### src/rtl/coherence_bus_arbiter_pkg.sv
// Shared types and defaults for the coherence bus arbiter.
package coh_bus_pkg;

  localparam int unsigned DEFAULT_NUM_CORES      = 4;
  localparam int unsigned DEFAULT_TIMEOUT_CYCLES = 1024;

  typedef enum logic [1:0] {
    IDLE      = 2'd0,
    PROC_OWN  = 2'd1,
    SNOOP_OWN = 2'd2,
    INV_WAIT  = 2'd3
  } arb_state_e;

endpackage

### src/rtl/coherence_bus_arbiter_if.sv
// Bus-side signal bundle between the arbiter (master) and the cache wrappers (slave).
interface coherence_bus_arbiter_if
  import coh_bus_pkg::*;
#(
  parameter int unsigned NUM_CORES = DEFAULT_NUM_CORES,
  parameter int unsigned CORE_ID_W = $clog2(NUM_CORES)
);

  logic [NUM_CORES-1:0] Com_Bus_Req_proc;
  logic [NUM_CORES-1:0] Com_Bus_Req_snoop;
  logic [NUM_CORES-1:0] Com_Bus_Gnt_proc;
  logic [NUM_CORES-1:0] Com_Bus_Gnt_snoop;
  logic                 Invalidate;
  logic [NUM_CORES-1:0] Invalidation_done;
  logic                 All_Invalidation_done;
  logic [NUM_CORES-1:0] Shared_local;
  logic                 Shared;
  logic [CORE_ID_W-1:0] Bus_owner;
  logic                 Bus_busy;
  logic                 Bus_timeout;

  modport master (
    input  Com_Bus_Req_proc, Com_Bus_Req_snoop, Invalidate, Invalidation_done, Shared_local,
    output Com_Bus_Gnt_proc, Com_Bus_Gnt_snoop, All_Invalidation_done, Shared,
           Bus_owner, Bus_busy, Bus_timeout
  );

  modport slave (
    output Com_Bus_Req_proc, Com_Bus_Req_snoop, Invalidate, Invalidation_done, Shared_local,
    input  Com_Bus_Gnt_proc, Com_Bus_Gnt_snoop, All_Invalidation_done, Shared,
           Bus_owner, Bus_busy, Bus_timeout
  );

endinterface

### src/rtl/coherence_bus_arbiter_rr_picker.sv
// Combinational round-robin select: first set request at or after i_ptr, wrapping modulo N.
module rr_picker #(
  parameter int unsigned N     = 4,
  parameter int unsigned PTR_W = 2
) (
  input  logic [N-1:0]     i_req,
  input  logic [PTR_W-1:0] i_ptr,
  output logic [N-1:0]     o_gnt_c,
  output logic [PTR_W-1:0] o_idx_c,
  output logic             o_valid_c
);

  always_comb begin
    logic [PTR_W-1:0] w_idx;
    logic             w_found;
    o_gnt_c   = '0;
    o_idx_c   = '0;
    o_valid_c = 1'b0;
    w_found   = 1'b0;
    for (int unsigned k = 0; k < N; k++) begin
      w_idx = PTR_W'((32'(i_ptr) + k) % N);
      if (!w_found && i_req[w_idx]) begin
        w_found        = 1'b1;
        o_valid_c      = 1'b1;
        o_gnt_c[w_idx] = 1'b1;
        o_idx_c        = w_idx;
      end
    end
  end

endmodule

### src/rtl/coherence_bus_arbiter.sv
// Coherence bus arbiter: round-robin proc ownership, nested snoop grants, invalidate/shared aggregation.
// Optional watchdog enabled by defining COHERENCE_BUS_TIMEOUT_EN.
module coherence_bus_arbiter
  import coh_bus_pkg::*;
#(
  parameter int unsigned NUM_CORES      = DEFAULT_NUM_CORES,
  parameter int unsigned CORE_ID_W      = $clog2(NUM_CORES),
  parameter int unsigned TIMEOUT_CYCLES = DEFAULT_TIMEOUT_CYCLES
) (
  input logic                     clk,
  input logic                     rst_n,
  coherence_bus_arbiter_if.master bus
);

  if (NUM_CORES < 2 || NUM_CORES > 16 || TIMEOUT_CYCLES < 2) begin : g_bad_cfg
    $error("coherence_bus_arbiter: NUM_CORES must be 2..16 and TIMEOUT_CYCLES >= 2");
  end

  arb_state_e           r_state, w_state_nx;
  logic [NUM_CORES-1:0] r_gnt_proc, w_gnt_proc_nx;
  logic [NUM_CORES-1:0] r_gnt_snoop, w_gnt_snoop_nx;
  logic [CORE_ID_W-1:0] r_owner, w_owner_nx;
  logic [CORE_ID_W-1:0] r_rr_ptr, w_rr_ptr_nx;
  logic                 r_busy, w_busy_nx;
  logic                 r_aid, w_aid_nx;

  logic [NUM_CORES-1:0] w_pick_gnt, w_snoop_req, w_snoop_pick;
  logic [CORE_ID_W-1:0] w_pick_idx, w_ptr_after_owner;
  logic                 w_pick_valid, w_owner_req, w_all_ack, w_timeout_hit;

  rr_picker #(.N(NUM_CORES), .PTR_W(CORE_ID_W)) u_proc_pick (
    .i_req     (bus.Com_Bus_Req_proc),
    .i_ptr     (r_rr_ptr),
    .o_gnt_c   (w_pick_gnt),
    .o_idx_c   (w_pick_idx),
    .o_valid_c (w_pick_valid)
  );

  // Owner identity is carried by the one-hot proc grant, so it doubles as the owner mask.
  assign w_owner_req       = |(bus.Com_Bus_Req_proc & r_gnt_proc);
  assign w_snoop_req       = bus.Com_Bus_Req_snoop & ~r_gnt_proc;
  assign w_snoop_pick      = w_snoop_req & (~w_snoop_req + NUM_CORES'(1));
  assign w_all_ack         = &(bus.Invalidation_done | r_gnt_proc);
  assign w_ptr_after_owner = (r_owner == CORE_ID_W'(NUM_CORES - 1)) ? '0 : r_owner + CORE_ID_W'(1);

  always_comb begin
    w_state_nx     = r_state;
    w_gnt_proc_nx  = r_gnt_proc;
    w_gnt_snoop_nx = r_gnt_snoop;
    w_owner_nx     = r_owner;
    w_rr_ptr_nx    = r_rr_ptr;
    w_busy_nx      = r_busy;
    w_aid_nx       = r_aid;
    if (w_timeout_hit) begin
      w_state_nx     = IDLE;
      w_gnt_proc_nx  = '0;
      w_gnt_snoop_nx = '0;
      w_busy_nx      = 1'b0;
      w_aid_nx       = 1'b0;
      w_rr_ptr_nx    = w_ptr_after_owner;
    end else begin
      case (r_state)
        IDLE: begin
          if (w_pick_valid) begin
            w_state_nx    = PROC_OWN;
            w_gnt_proc_nx = w_pick_gnt;
            w_owner_nx    = w_pick_idx;
            w_busy_nx     = 1'b1;
          end
        end
        PROC_OWN: begin
          if (!w_owner_req) begin
            w_state_nx    = IDLE;
            w_gnt_proc_nx = '0;
            w_busy_nx     = 1'b0;
            w_rr_ptr_nx   = w_ptr_after_owner;
          end else if (|w_snoop_req) begin
            w_state_nx     = SNOOP_OWN;
            w_gnt_snoop_nx = w_snoop_pick;
          end else if (bus.Invalidate) begin
            w_state_nx = INV_WAIT;
          end
        end
        SNOOP_OWN: begin
          if (!(|(bus.Com_Bus_Req_snoop & r_gnt_snoop))) begin
            w_state_nx     = PROC_OWN;
            w_gnt_snoop_nx = '0;
          end
        end
        INV_WAIT: begin
          if (!bus.Invalidate) begin
            w_state_nx = PROC_OWN;
            w_aid_nx   = 1'b0;
          end else if (w_all_ack) begin
            w_aid_nx = 1'b1;
          end
        end
        default: w_state_nx = IDLE;
      endcase
    end
  end

  always_ff @(posedge clk or negedge rst_n) begin
    if (!rst_n) begin
      r_state     <= IDLE;
      r_gnt_proc  <= '0;
      r_gnt_snoop <= '0;
      r_owner     <= '0;
      r_rr_ptr    <= '0;
      r_busy      <= 1'b0;
      r_aid       <= 1'b0;
    end else begin
      r_state     <= w_state_nx;
      r_gnt_proc  <= w_gnt_proc_nx;
      r_gnt_snoop <= w_gnt_snoop_nx;
      r_owner     <= w_owner_nx;
      r_rr_ptr    <= w_rr_ptr_nx;
      r_busy      <= w_busy_nx;
      r_aid       <= w_aid_nx;
    end
  end

`ifdef COHERENCE_BUS_TIMEOUT_EN
  localparam int unsigned CNT_W = $clog2(TIMEOUT_CYCLES);

  logic [CNT_W-1:0] r_wd_cnt;
  logic             r_timeout;

  assign w_timeout_hit = (r_state != IDLE) && (r_wd_cnt == CNT_W'(TIMEOUT_CYCLES - 1));

  // Watchdog counts busy cycles; cleared while idle and on the forced release.
  always_ff @(posedge clk or negedge rst_n) begin
    if (!rst_n) begin
      r_wd_cnt  <= '0;
      r_timeout <= 1'b0;
    end else begin
      r_wd_cnt  <= (r_state == IDLE || w_timeout_hit) ? '0 : r_wd_cnt + CNT_W'(1);
      r_timeout <= w_timeout_hit;
    end
  end

  assign bus.Bus_timeout = r_timeout;
`else
  assign w_timeout_hit   = 1'b0;
  assign bus.Bus_timeout = 1'b0;
`endif

  assign bus.Com_Bus_Gnt_proc      = r_gnt_proc;
  assign bus.Com_Bus_Gnt_snoop     = r_gnt_snoop;
  assign bus.Bus_owner             = r_owner;
  assign bus.Bus_busy              = r_busy;
  assign bus.All_Invalidation_done = r_aid;
  assign bus.Shared                = r_busy & (|(bus.Shared_local & ~r_gnt_proc));

endmodule

### src/flat_wrapper.sv
// flat-port wrapper written by rule: the top's interface ports become plain ports
module coherence_bus_arbiter_flat import coh_bus_pkg::*;
#(
  parameter int unsigned NUM_CORES      = DEFAULT_NUM_CORES,
  parameter int unsigned CORE_ID_W      = $clog2(NUM_CORES),
  parameter int unsigned TIMEOUT_CYCLES = DEFAULT_TIMEOUT_CYCLES
)
  (clk, rst_n, bus_Com_Bus_Req_proc, bus_Com_Bus_Req_snoop, bus_Invalidate, bus_Invalidation_done, bus_Shared_local, bus_Com_Bus_Gnt_proc, bus_Com_Bus_Gnt_snoop, bus_All_Invalidation_done, bus_Shared, bus_Bus_owner, bus_Bus_busy, bus_Bus_timeout);
  coherence_bus_arbiter_if #(.NUM_CORES(NUM_CORES), .CORE_ID_W(CORE_ID_W)) bus_i ();
  input logic clk;
  input logic rst_n;
  input wire logic [$bits(bus_i.Com_Bus_Req_proc)-1:0] bus_Com_Bus_Req_proc;
  input wire logic [$bits(bus_i.Com_Bus_Req_snoop)-1:0] bus_Com_Bus_Req_snoop;
  input wire logic [$bits(bus_i.Invalidate)-1:0] bus_Invalidate;
  input wire logic [$bits(bus_i.Invalidation_done)-1:0] bus_Invalidation_done;
  input wire logic [$bits(bus_i.Shared_local)-1:0] bus_Shared_local;
  output wire logic [$bits(bus_i.Com_Bus_Gnt_proc)-1:0] bus_Com_Bus_Gnt_proc;
  output wire logic [$bits(bus_i.Com_Bus_Gnt_snoop)-1:0] bus_Com_Bus_Gnt_snoop;
  output wire logic [$bits(bus_i.All_Invalidation_done)-1:0] bus_All_Invalidation_done;
  output wire logic [$bits(bus_i.Shared)-1:0] bus_Shared;
  output wire logic [$bits(bus_i.Bus_owner)-1:0] bus_Bus_owner;
  output wire logic [$bits(bus_i.Bus_busy)-1:0] bus_Bus_busy;
  output wire logic [$bits(bus_i.Bus_timeout)-1:0] bus_Bus_timeout;
  assign bus_i.Com_Bus_Req_proc = bus_Com_Bus_Req_proc;
  assign bus_i.Com_Bus_Req_snoop = bus_Com_Bus_Req_snoop;
  assign bus_i.Invalidate = bus_Invalidate;
  assign bus_i.Invalidation_done = bus_Invalidation_done;
  assign bus_i.Shared_local = bus_Shared_local;
  assign bus_Com_Bus_Gnt_proc = bus_i.Com_Bus_Gnt_proc;
  assign bus_Com_Bus_Gnt_snoop = bus_i.Com_Bus_Gnt_snoop;
  assign bus_All_Invalidation_done = bus_i.All_Invalidation_done;
  assign bus_Shared = bus_i.Shared;
  assign bus_Bus_owner = bus_i.Bus_owner;
  assign bus_Bus_busy = bus_i.Bus_busy;
  assign bus_Bus_timeout = bus_i.Bus_timeout;
  coherence_bus_arbiter #(.NUM_CORES(NUM_CORES), .CORE_ID_W(CORE_ID_W), .TIMEOUT_CYCLES(TIMEOUT_CYCLES)) u_core (.clk(clk), .rst_n(rst_n), .bus(bus_i));
endmodule
### config.mk
export PLATFORM = sky130hd
export DESIGN_NAME = coherence_bus_arbiter_flat
export DESIGN_NICKNAME = d
export VERILOG_FILES = /design/src/rtl/coherence_bus_arbiter_pkg.sv /design/src/rtl/coherence_bus_arbiter_if.sv /design/src/rtl/coherence_bus_arbiter_rr_picker.sv /design/src/rtl/coherence_bus_arbiter.sv /design/src/flat_wrapper.sv
export SDC_FILE = /design/constraint.sdc
export NUM_CORES = 1
export LEC_CHECK = 0
export CAP_MARGIN = 20
export CORE_MARGIN = 1
export CORE_UTILIZATION = 53
export CTS_CLUSTER_SIZE = 30
export DETAILED_ROUTE_END_ITERATION = 10
export GPL_TIMING_DRIVEN = 0
export PLACE_DENSITY = 0.85
export SETUP_SLACK_MARGIN = 0.3
export SKIP_LAST_GASP = 1
export SYNTH_ARGS = -nofsm -noshare
export SYNTH_HDL_FRONTEND = slang
export SYNTH_SLANG_ARGS = --single-unit
### constraint.sdc
create_clock -name clk -period 6.9 [get_ports clk]
set_clock_uncertainty 0.2 [all_clocks]
set_input_delay 1.38 -clock clk [delete_from_list [all_inputs] [get_ports clk]]
set_output_delay 1.38 -clock clk [all_outputs]
set_load 0.02 [all_outputs]
Word level (Yosys, flattened, before mapping)
Index checks and enable logic that the tools add are counted.

Bits in registers: 16. Bits of input ports: 19.

$add $sub $neg: 5. Order comparisons: 8. Equality and inequality tests: 12. Mux-type cells: 48. Bitwise gates (word level): 13. Reduce and logical (&&, ||, !) cells: 24.

Operators by type and width (number): $mux 4 (9); $mux 2 (11); $and 4x4->4 (5); $mux 1 (16); $or 4x4->4 (4); $pmux 4 s2 (2); $reduce_or 4->1 (4); $lt 2x3->1 const B (4); $reduce_and 4->1 (3); $bmux 1 s2 (4); $demux 1 s2 (4); $ge 2x1->1 const B (4); $ne 2x2->1 const B (4); $not 4->4 (2); $pmux 2 s4 (1); $logic_and 1x1->1 (7); $eq 2x2->1 const B (3); $ne 2x1->1 const B (3); $reduce_and 2->1 (3); $add 2x1->2 const B (2); $add 2x2->2 const B (2); $add 4x1->4 const B (1); $ne 4x4->1 const B (1); $reduce_bool 2->1 (2); 7 further kinds (9).

Logic depth before layout (Yosys ltp)
Depth in word-level cells: 14. Mapped depth: 9. Mapped depth without buffers: 7.

Modules after synthesis
A second synthesis with hierarchy kept.

Cells, all modules: 139. Area total of the unflattened synthesis: 1306.3 µm².

Modules (own cells, without submodules): coherence_bus_arbiter (times used 1, cells each 94, area each 883.3 µm², sequential area each 400.4 µm²); rr_picker (times used 1, cells each 45, area each 422.9 µm², sequential area each 0.0 µm²).

Least setup slack after synthesis
OpenSTA, ideal clock, no wires.

Path type: input to output. From: input bus_Shared_local[2]. To: output bus_Shared. Arrival time: 1773 ps. Required time: 5320 ps. Path slack: 3547 ps. Stages on the path: 3. Cells stage by stage: inv_1 o22ai_1 o21a_1.

Longest elaborated chain between the ends: 3.

Ends and longest elaborated chain: start, declared (line flat_wrapper.sv:16) `input wire logic [$bits(bus_i.Shared_local)-1:0] bus_Shared_local;`; $and 4x4->4 (line coherence_bus_arbiter.sv:153) `assign bus.Shared = r_busy & (|(bus.Shared_local & ~r_gnt_proc));`; $reduce_or 4->1 (line coherence_bus_arbiter.sv:153); $and 1x1->1 (line coherence_bus_arbiter.sv:153); end, declared (line flat_wrapper.sv:20) `output wire logic [$bits(bus_i.Shared)-1:0] bus_Shared;`.

Every way passes these cells.

Worst setup path after layout
Ends and elaborated chain as after synthesis.

==> metrics.txt <==
# TYPE chip_impl_metric gauge
chip_impl_metric{name="switching_power",unit="µW"} 337.0
chip_impl_metric{name="globalplace.congestion",unit=""} 0.8855
chip_impl_metric{name="timing.final.ws_setup",unit="ps"} 2577
chip_impl_info{name="tritoncts",value="built"} 1
chip_impl_metric{name="post-cts-setup-buffers",unit=""} 0
chip_impl_metric{name="cts_inserted_buffers",unit=""} 3
chip_impl_metric{name="ys_ff_latch",unit=""} 16
chip_impl_metric{name="total_clock_sinks",unit=""} 16
chip_impl_metric{name="final.min_clock_period",unit="ps"} 4323
chip_impl_info{name="startpoint_of_the_lowest_slack_register_to_register_path",value="u_core.r_rr_ptr[0]$_DFFE_PN0N_"} 1
chip_impl_metric{name="critical_path.max_fanout",unit=""} 1
chip_impl_metric{name="synth_cells",unit=""} 142
chip_impl_info{name="startpoint_type",value="input pin"} 1
chip_impl_metric{name="pwr-share-clk",unit="%"} 6.8
chip_impl_info{name="timing.hold.worst.start",value="u_core.bus.All_Invalidation_done$_DFFE_PN0P_"} 1
chip_impl_info{name="netlist_top_cells_area",value="dfrtp_1 30%, ha_1 8.5%, mux4_2 6.8%"} 1
chip_impl_metric{name="report.final.slew_viol_count",unit=""} 0
chip_impl_metric{name="setup.reg_to_reg.worst_slack",unit="ps"} 3840
chip_impl_metric{name="place.detailed.hpwl",unit="mm"} 2.520
chip_impl_metric{name="leakage",unit="nW"} 0.7177
chip_impl_metric{name="drtAntennaViolNets",unit=""} 0
chip_impl_metric{name="critical_path_arrival",unit="ps"} 2740
chip_impl_metric{name="worst_path_required",unit="ps"} 5320
chip_impl_metric{name="switching_part_of_the_total_power",unit="%"} 46.21
chip_impl_metric{name="syn-mean-instance-area",unit="µm²"} 9.296
chip_impl_info{name="status",value="finished, final reports clean"} 1
chip_impl_info{name="ys_dominant_reg_cell",value="dfrtp_1"} 1
chip_impl_metric{name="syn_nets",unit=""} 170
chip_impl_metric{name="placeableCoreArea",unit="mm²"} 0.002276
chip_impl_metric{name="pwr-share-comb",unit="%"} 67.3
chip_impl_metric{name="placement.io_buffers",unit=""} 30
chip_impl_info{name="hold_path_class",value="register to register"} 1
chip_impl_metric{name="detail_route.wl_per_cell",unit="µm"} 16.42
chip_impl_info{name="grt_setup_unrepaired",value="false"} 1
chip_impl_metric{name="initial_antenna_violation_count",unit=""} 0
chip_impl_metric{name="drcViolationCount",unit=""} 0
chip_impl_metric{name="post_synth_num_cell_types",unit=""} 43
chip_impl_metric{name="slew_headroom",unit="%"} 52.01
chip_impl_metric{name="worst_skew_pair.late_latency",unit="ps"} 290
chip_impl_metric{name="dp_worst_setup_slack",unit="ps"} 2575
chip_impl_metric{name="nets",unit=""} 205
chip_impl_info{name="critPathCaptureType",value="output port"} 1
chip_impl_metric{name="number_of_global_route_vias_before_repair",unit=""} 1245
chip_impl_metric{name="top_level_ports",unit=""} 33
chip_impl_metric{name="async_flop_share",unit="%"} 100.0
chip_impl_metric{name="cts.reportedPaths.clkPinSlew",unit="ps"} 90
chip_impl_metric{name="start_util",unit="%"} 58.00
chip_impl_metric{name="synthToLayoutAreaGrowth",unit="%"} 27.11
chip_impl_metric{name="min_delay_path_depth",unit=""} 1
chip_impl_metric{name="num_rows",unit=""} 17
chip_impl_metric{name="totalWireLength",unit="mm"} 3.333
chip_impl_metric{name="worstMarginPinSlew",unit="ps"} 717.6
chip_impl_metric{name="grt_use_total",unit="%"} 28.16
chip_impl_metric{name="detail_route.vias_per_cell",unit=""} 6.251
chip_impl_metric{name="seq_area_frac_synth",unit="%"} 30.33
chip_impl_metric{name="dieHeight",unit="µm"} 51.91
chip_impl_metric{name="clock.fmax",unit="MHz"} 231.3
chip_impl_metric{name="antennaDiodeCount",unit=""} 0
chip_impl_info{name="synth_top_area_cell",value="dfrtp_1"} 1
chip_impl_metric{name="layout-drive-gt1-share",unit="%"} 14.29
chip_impl_metric{name="power_density",unit="mW/mm²"} 434.6
chip_impl_metric{name="grt_first_pass_wirelength",unit="mm"} 5.568
chip_impl_metric{name="drt_first_iter_violations",unit=""} 34
chip_impl_info{name="final_cell_mix",value="30 x clkdlybuf4s50_1, 16 x dfrtp_1, 12 x nor2_1"} 1
chip_impl_metric{name="worst_r2r_path_depth",unit=""} 8
chip_impl_info{name="layout_commonest_cell",value="clkdlybuf4s50_1"} 1
chip_impl_info{name="r2r-end",value="u_core.bus.Com_Bus_Gnt_proc[3]$_DFFE_PN0P_"} 1
chip_impl_metric{name="count_of_flip_flops_with_a_built_in_enable_after_synthesis",unit=""} 0
chip_impl_metric{name="largest_net_degree_at_the_start_of_global_routing",unit=""} 17
chip_impl_metric{name="grt_overflow_total",unit=""} 0
chip_impl_info{name="timing_worst_setup_path_type",value="input pin to output port"} 1
chip_impl_metric{name="yosys.area.top_type_share",unit="%"} 30.33
chip_impl_metric{name="final.setup.tns",unit="ps"} 0
chip_impl_metric{name="cap_violations",unit=""} 0
chip_impl_metric{name="netlist_area",unit="mm²"} 0.001320
chip_impl_info{name="worstHoldEndpoint",value="u_core.bus.All_Invalidation_done$_DFFE_PN0P_"} 1
chip_impl_metric{name="final.period_utilization",unit="%"} 62.65
chip_impl_metric{name="seq_power_share",unit="%"} 26.0
chip_impl_metric{name="intPower",unit="µW"} 392.3
chip_impl_metric{name="drtPass1Iterations",unit=""} 4
chip_impl_metric{name="chip_width",unit="µm"} 51.91
chip_impl_metric{name="setup_viol_count_final",unit=""} 0
chip_impl_metric{name="vdd_ir_drop_max",unit="mV"} 0.2917
chip_impl_metric{name="final_hold_viol_count",unit=""} 0
chip_impl_metric{name="cts.repair.resized",unit=""} 0
chip_impl_metric{name="cts_max_path_buffers",unit=""} 2
chip_impl_info{name="clock-root-buffer",value="clkbuf_4"} 1
chip_impl_metric{name="cts.hold.buffers_added",unit=""} 0
chip_impl_metric{name="cts.htree.levels",unit=""} 1
chip_impl_metric{name="dr_total_vias",unit=""} 1269
chip_impl_metric{name="die_area",unit="mm²"} 0.002694
chip_impl_metric{name="ys_warn_count",unit=""} 0
cell type report:
class | count | area (µm²)
sequential | 16 | 400.4
multi-input combinational | 109 | 832.0
buffer | 9 | 57.56
fill | 179 | 598.1
tap | 28 | 35.03
inverter | 8 | 30.03
clock buffer | 3 | 22.52
timing repair buffer | 30 | 300.3
metal layers:
| metal | share of wire [%] | global-route usage, % | routed length [µm] |
|---|---|---|---|
| met1 | 44 | 34.76 | 1455 |
| met2 | 49 | 48.50 | 1642 |
| met3 | 6.3 | 7.310 | 210 |
| met4 | 0.72 | 6.757 | 24 |
| met5 | 0 | 0 | 0 |
through the flow:
stage          instance area (µm²)  total power [mW]  utilization, %  hold WS [ps]  instances
2_1_floorplan                 1320            0.5252               -         321.5        142
6_report                      1678            0.7293           73.72         301.7        203
5_1_grt                       1678            0.7905           73.72         339.8        203
3_3_place_gp                  1655            0.6533           72.73         274.5        200
3_5_place_dp                  1655            0.6770           72.73         283.1        200
4_1_cts                       1678            0.7261           73.72         303.1        203
cells in the mapped netlist, drive strengths merged, types with 2 or more instances:
library cell   n
o211ai         2
mux4           4
dfrtp         16
ha             9
nor3b          3
a221oi         4
buf            7
nor2b          8
o31ai          2
nor2          12
mux2           6
a22oi          5
a221o          4
inv            8
nand2         11
nand2b         2
clkbuf         2
o22ai          4
nor3           4
a21oi          5
o21ai          8
critical path: stages:
cell and delay, ps:
clkdlybuf4s50_1 450, inv_1 40, o22ai_1 130, o21a_1 140, clkdlybuf4s50_1 600
power groups by stage:
stage	registers (mW)	logic, mW	clock network [mW]
floorplan	0.208	0.317	0
global placement	0.188	0.466	0
detailed placement	0.190	0.487	0
CTS	0.188	0.489	0.0491
global route	0.194	0.543	0.0535
finish	0.189	0.491	0.0493
sequential cells by signal, summed over array words and instances (netlist names):
name,flops
u_core.r_state,2
u_core.bus.Bus_busy,1
u_core.bus.All_Invalidation_done,1
u_core.r_rr_ptr,2
u_core.bus.Bus_owner,2
u_core.bus.Com_Bus_Gnt_proc,4
u_core.bus.Com_Bus_Gnt_snoop,4
cells by family (layout without fill, tap and decap cells):
logic type               Yosys count  count (layout)  synth area share (%)
buffers and inverters             17              50                 6.636
AO/OA/AOI/OAI                     42              42                 23.03
other                              1               1                0.2841
AND/OR/NAND/NOR                   47              47                 19.24
adder cells (fa/ha/maj)            9               9                 8.531
flip-flops                        16              16                 30.33
multiplexers                      10              10                 11.94
worst max-delay path by stage:
stage                        start    endpoint  slack (ps)  cells past startpoint
6_report       bus_Shared_local[2]  bus_Shared        2580                      5
3_5_place_dp   bus_Shared_local[2]  bus_Shared        2570                      5
3_3_place_gp   bus_Shared_local[2]  bus_Shared        2600                      5
5_1_grt        bus_Shared_local[2]  bus_Shared        2520                      5
2_1_floorplan  bus_Shared_local[2]  bus_Shared        3550                      3
4_1_cts        bus_Shared_local[2]  bus_Shared        2580                      5
Power figures use the tool's default switching activity.
